### src/rtl/adder64b_seq_ctrl_if.sv
// rtl/adder64b_seq_ctrl_if.sv - request/result handshake bundle for the sequential adder
interface adder64b_seq_ctrl_if #(
  parameter int WIDTH = 64
);
  logic             in_valid;
  logic             in_ready;
  logic [WIDTH-1:0] a;
  logic [WIDTH-1:0] b;
  logic             sub;
  logic             out_valid;
  logic             out_ready;
  logic [WIDTH-1:0] result;
  logic             c_o;
  logic             ovf;
  logic             zero;

  modport master (
    output in_valid, a, b, sub, out_ready,
    input  in_ready, out_valid, result, c_o, ovf, zero
  );

  modport slave (
    input  in_valid, a, b, sub, out_ready,
    output in_ready, out_valid, result, c_o, ovf, zero
  );
endinterface

### src/rtl/adder64b_seq_ctrl.sv
// rtl/adder64b_seq_ctrl.sv - multi-cycle add/subtract reusing one SLICE-bit adder slice
module adder64b_seq_ctrl #(
  parameter int WIDTH = 64,
  parameter int SLICE = 16
) (
  input logic                clk,
  input logic                reset,
  adder64b_seq_ctrl_if.slave bus
);
  localparam int N  = WIDTH / SLICE;
  localparam int KW = (N > 1) ? $clog2(N) : 1;
  localparam logic [KW-1:0] K_LAST = KW'(N - 1);

  localparam logic [1:0] IDLE = 2'd0;
  localparam logic [1:0] RUN  = 2'd1;
  localparam logic [1:0] DONE = 2'd2;

  logic [1:0]       state;
  logic [KW-1:0]    k;
  logic             carry;
  logic [WIDTH-1:0] op_a;
  logic [WIDTH-1:0] op_b;
  logic [WIDTH-1:0] result;
  logic             c_o;
  logic             ovf;
  logic             zero;

  logic [SLICE-1:0] ca;
  logic [SLICE-1:0] cb;
  logic [SLICE-1:0] p;
  logic [SLICE-1:0] g;
  logic [SLICE-1:0] s;
  logic [SLICE:0]   c;
  logic [WIDTH-1:0] result_next;

  // One slice of partial full adder cells, steered onto chunk k
  always_comb begin
    ca   = op_a[int'(k)*SLICE +: SLICE];
    cb   = op_b[int'(k)*SLICE +: SLICE];
    p    = ca | cb;
    g    = ca & cb;
    c    = '0;
    s    = '0;
    c[0] = carry;
    for (int i = 0; i < SLICE; i++) begin
      s[i]   = ca[i] ^ cb[i] ^ c[i];
      c[i+1] = g[i] | (p[i] & c[i]);
    end
    result_next = result;
    result_next[int'(k)*SLICE +: SLICE] = s;
  end

  always_ff @(posedge clk) begin
    if (reset) begin
      state  <= IDLE;
      k      <= '0;
      carry  <= 1'b0;
      op_a   <= '0;
      op_b   <= '0;
      result <= '0;
      c_o    <= 1'b0;
      ovf    <= 1'b0;
      zero   <= 1'b0;
    end else begin
      case (state)
        IDLE: begin
          if (bus.in_valid) begin
            op_a  <= bus.a;
            op_b  <= bus.b ^ {WIDTH{bus.sub}};
            carry <= bus.sub;
            k     <= '0;
            state <= RUN;
          end
        end
        RUN: begin
          result <= result_next;
          carry  <= c[SLICE];
          if (k == K_LAST) begin
            // Flags are published only once the whole word is known
            c_o   <= c[SLICE];
            ovf   <= c[SLICE-1] ^ c[SLICE];
            zero  <= (result_next == '0);
            state <= DONE;
          end else begin
            k <= k + 1'b1;
          end
        end
        DONE: begin
          if (bus.out_ready) state <= IDLE;
        end
        default: state <= IDLE;
      endcase
    end
  end

  assign bus.in_ready  = (state == IDLE);
  assign bus.out_valid = (state == DONE);
  assign bus.result    = result;
  assign bus.c_o       = c_o;
  assign bus.ovf       = ovf;
  assign bus.zero      = zero;
endmodule

### src/flat_wrapper.sv
// flat-port wrapper written by rule: the top's interface ports become plain ports
module adder64b_seq_ctrl_flat 
#(
  parameter int WIDTH = 64,
  parameter int SLICE = 16
)
  (clk, reset, bus_in_valid, bus_a, bus_b, bus_sub, bus_out_ready, bus_in_ready, bus_out_valid, bus_result, bus_c_o, bus_ovf, bus_zero);
  adder64b_seq_ctrl_if #(.WIDTH(WIDTH)) bus_i ();
  input logic clk;
  input logic reset;
  input wire logic [$bits(bus_i.in_valid)-1:0] bus_in_valid;
  input wire logic [$bits(bus_i.a)-1:0] bus_a;
  input wire logic [$bits(bus_i.b)-1:0] bus_b;
  input wire logic [$bits(bus_i.sub)-1:0] bus_sub;
  input wire logic [$bits(bus_i.out_ready)-1:0] bus_out_ready;
  output wire logic [$bits(bus_i.in_ready)-1:0] bus_in_ready;
  output wire logic [$bits(bus_i.out_valid)-1:0] bus_out_valid;
  output wire logic [$bits(bus_i.result)-1:0] bus_result;
  output wire logic [$bits(bus_i.c_o)-1:0] bus_c_o;
  output wire logic [$bits(bus_i.ovf)-1:0] bus_ovf;
  output wire logic [$bits(bus_i.zero)-1:0] bus_zero;
  assign bus_i.in_valid = bus_in_valid;
  assign bus_i.a = bus_a;
  assign bus_i.b = bus_b;
  assign bus_i.sub = bus_sub;
  assign bus_i.out_ready = bus_out_ready;
  assign bus_in_ready = bus_i.in_ready;
  assign bus_out_valid = bus_i.out_valid;
  assign bus_result = bus_i.result;
  assign bus_c_o = bus_i.c_o;
  assign bus_ovf = bus_i.ovf;
  assign bus_zero = bus_i.zero;
  adder64b_seq_ctrl #(.WIDTH(WIDTH), .SLICE(SLICE)) u_core (.clk(clk), .reset(reset), .bus(bus_i));
endmodule
### config.mk
export PLATFORM = sky130hd
export DESIGN_NAME = adder64b_seq_ctrl_flat
export DESIGN_NICKNAME = d
export VERILOG_FILES = /design/src/rtl/adder64b_seq_ctrl_if.sv /design/src/rtl/adder64b_seq_ctrl.sv /design/src/flat_wrapper.sv
export SDC_FILE = /design/constraint.sdc
export NUM_CORES = 1
export LEC_CHECK = 0
export CAP_MARGIN = 30
export CORE_MARGIN = 5
export CORE_UTILIZATION = 55
export CTS_CLUSTER_DIAMETER = 40
export DETAILED_ROUTE_END_ITERATION = 12
export HOLD_SLACK_MARGIN = 0.03
export PLACE_DENSITY = 0.86
export SETUP_SLACK_MARGIN = 0.02
export SYNTH_ARGS = -nofsm -noshare
export SYNTH_HDL_FRONTEND = slang
export SYNTH_SLANG_ARGS = --single-unit
### constraint.sdc
create_clock -name clk -period 11.8 [get_ports clk]
set_input_delay 1.18 -clock clk [delete_from_list [all_inputs] [get_ports clk]]
set_output_delay 1.18 -clock clk [all_outputs]
set_load 0.005 [all_outputs]
==> flow_summary.yaml <==
yosys:
  synthCells: 1057
  synth-edff-count: 0
  yosys.area.top_type_share: 0.429
  synth_most_common_cell: "dfxtp_1"
  synthFlopType: "dfxtp_1"
  ys_top_cells_by_count: "200 x dfxtp_1, 167 x nand2_1, 136 x nor2_1"
  netlist_area_um2: 9340
  yosys_warnings: 0
  syn_nets: 1212
  async_flop_share: 0
  syn_area_per_cell_um2: 8.83
  ys_top_cells_by_area: "dfxtp_1 43%, mux4_2 7.7%, nand2_1 6.7%, xnor2_1 6.0%, a21oi_1 5.8%"
  yosysTopAreaCell: "dfxtp_1"
  synth_cell_types: 48
  ys_seq_area_frac: 0.429
  synth-seq-cells: 200
detailed_routing:
  drt-vias-per-instance: 5.77
  drc: 0
  wl_um: 26100
  drt.antenna.violating_nets: 0
  dr.pass1.iters: 5
  wl_per_cell_um: 18.3
  vias: 8255
  drt_iter0_drc: 923
timing:
  worst_slack_ns: 3.00
  final.setup.tns_ns: 0
  fin_crit_sh: 0.746
  fin_skew_ns: 0.00862
  slew_headroom: 0.423
  worst_slew_pin_slew_ns: 0.865
  min_period_ns: 8.80
  setup_viol: 0
  whs_ns: 0.455
  rsz0062_at_grt: "no"
  finalMaxSlewViolations: 0
  fmax_mhz: 114
  hold_viol: 0
layout:
  syn_to_final_growth_pct: 28.1
  drive_above_1_share: 0.0652
  num_antenna_cells: 0
  regArea_um2: 4010
  fin_nets: 1354
  fillCellCount: 1217
  multiInputGateArea_um2: 4850
global_routing:
  grt_max_degree: 120
  antenna_found_initial: 0
  grtUsageTotal: 0.261
  first_global_vias: 8000
  grt-ovfl-total: 0
  grt_pass1_wl_um: 41300
clocking:
  postCtsSetupBuffers: 0
  cts_buffers: 17
  cts_root_buf: "clkbuf_16"
  cts_sinks: 200
  ctsResizeCount: 0
  h-tree-depth: 4
  cts_hold_buf: 0
  worstSkewPairLatency_ns: 0.44
  cts_max_path_buffers: 2
  path_clk_slew_ns: 0.07
  cts_tree: "yes"
placement:
  detailedPlace.worstSlack_ns: 3.05
  io_buffers: 201
  gp_congestion: 0.966
  place_hpwl_um: 19100
power_and_ir_drop:
  pwr-share-comb: 0.188
  irDropWorstVdd_v: 0.000119
  clkPwrFrac: 0.352
  netSwitchingFraction: 0.277
  leakagePower_nw: 4.18
  internal_power_mw: 1.16
  power.switching_mw: 0.444
  power_density_nw_per_um2: 134
  seqPwrFrac: 0.460
floorplanning:
  die_w_um: 140
  die_h_um: 140
  core_region_area_um2: 16600
  fp-row-count: 47
  pin_count: 202
  die-area_um2: 19700
  start_util: 0.561
setup_path:
  r2r-end: "u_core.bus.zero$_SDFFE_PP0P_"
  end_kind: "flip-flop"
  r2r_slack_ns: 3.00
  reg2reg_depth: 27
  crit_fanout: 28
  worst_setup_path_start_kind: "flip-flop"
  crit_type: "flip-flop to flip-flop"
  critPathArrivalTime_ns: 9.16
  cp-startpoint: "u_core.k[0]$_SDFFE_PP0P_"
  worstReg2RegStart: "u_core.k[0]$_SDFFE_PP0P_"
  cp.required_ns: 12.16
hold_path:
  min_path_type: "flip-flop to flip-flop"
  holdPathStages: 2
  min_to: "u_core.op_a[16]$_SDFFE_PP0P_"
  min_from: "u_core.op_a[16]$_SDFFE_PP0P_"
run:
  maxCapViolations: 0
run_status:
  outcome: "finished clean"
==> per-stage QoR <==
step,std cells,power (mW),util,area [um2]
CTS,1430,1.60,0.717,11900
detailed placement,1399,1.05,0.682,11400
global route,1431,1.66,0.718,12000
global placement,1397,1.04,0.679,11300
floorplan,1057,0.929,-,9340
finish,1431,1.60,0.718,12000
==> cells by family (layout without fill, tap and decap cells) <==
family	after synthesis	in the layout	share of synthesized area
compound gates	229	229	0.158
fa+ha+maj	22	22	0.0423
mux	34	34	0.0795
simple gates	388	388	0.178
buf+inv	119	273	0.0525
flops	200	200	0.429
xor+xnor	65	65	0.0610
==> power groups by stage <==
stage / clock (mW) / combinational [mW] / sequential (mW)
after floorplan: 0 / 0.187 / 0.742
after global placement: 0 / 0.288 / 0.750
after detailed placement: 0 / 0.297 / 0.752
after CTS: 0.567 / 0.298 / 0.737
after global routing: 0.594 / 0.326 / 0.741
final: 0.564 / 0.302 / 0.738
==> worst max path at each step <==
stage               slack [ns]                            to
floorplan                 3.71  u_core.bus.zero$_SDFFE_PP0P_
global placement          3.36  u_core.bus.zero$_SDFFE_PP0P_
detailed placement        3.05  u_core.bus.zero$_SDFFE_PP0P_
CTS                       3.04  u_core.bus.zero$_SDFFE_PP0P_
global route              2.51  u_core.bus.zero$_SDFFE_PP0P_
finish                    3.00  u_core.bus.zero$_SDFFE_PP0P_
==> registers in the layout (all words and copies together) (netlist names) <==
signal,cells
u_core.bus.c_o,1
u_core.bus.ovf,1
u_core.bus.result,64
u_core.bus.zero,1
u_core.carry,1
u_core.k,2
u_core.op_a,64
u_core.op_b,64
u_core.state,2
==> critical path, stage by stage (launching register included) <==
cell and delay [ns]:
dfxtp_2 0.79, buf_4 0.45, mux4_2 0.28, fa_1 0.16
inv_1 0.05, fa_1 0.40, fa_1 0.40, fa_1 0.38
fa_1 0.39, fa_1 0.41, fa_1 0.39, fa_1 0.38
fa_1 0.39, fa_1 0.41, fa_1 0.42, fa_1 0.37
inv_1 0.07, fa_1 0.16, inv_1 0.07, fa_1 0.36
inv_1 0.08, fa_1 0.22, fa_1 0.57, nor4bb_1 0.33
nand4_1 0.12, a311oi_1 0.30, nand4_1 0.17, o31ai_2 0.19
==> final cells by class <==
cell class / instances / area share
Multi-Input combinational cell: 738 / 0.405
Sequential cell: 200 / 0.335
Timing Repair Buffer: 209 / 0.178
Clock buffer: 19 / 0.0379
Tap cell: 220 / 0.0230
Inverter: 33 / 0.0104
Clock inverter: 12 / 0.0100
==> placed cells by master (no fill, tap or decap), types with 6 or more instances in the layout <==
master / netlist / final
nor4_1: 12 / 12
fa_1: 16 / 16
clkbuf_16: 0 / 17
a22oi_1: 13 / 13
clkdlybuf4s50_1: 0 / 199
buf_4: 2 / 6
a21oi_1: 108 / 108
nor3_1: 11 / 11
and3_1: 7 / 7
nand3_1: 22 / 22
dfxtp_1: 200 / 198
a2bb2oi_1: 16 / 16
nor2_1: 136 / 136
ha_1: 6 / 6
mux4_2: 32 / 32
nand2_1: 167 / 166
a211oi_1: 70 / 70
inv_1: 33 / 33
xnor2_1: 64 / 64
nor2b_1: 10 / 10
==> routing by layer <==
| layer | share of wire | track usage | wire length, um |
|---|---|---|---|
| met1 | 0.41 | 0.337 | 10700 |
| met2 | 0.47 | 0.418 | 12300 |
| met3 | 0.085 | 0.0644 | 2220 |
| met4 | 0.037 | 0.113 | 962 |
| met5 | 0 | 0 | 0 |
(Power assumes the default switching activity.)
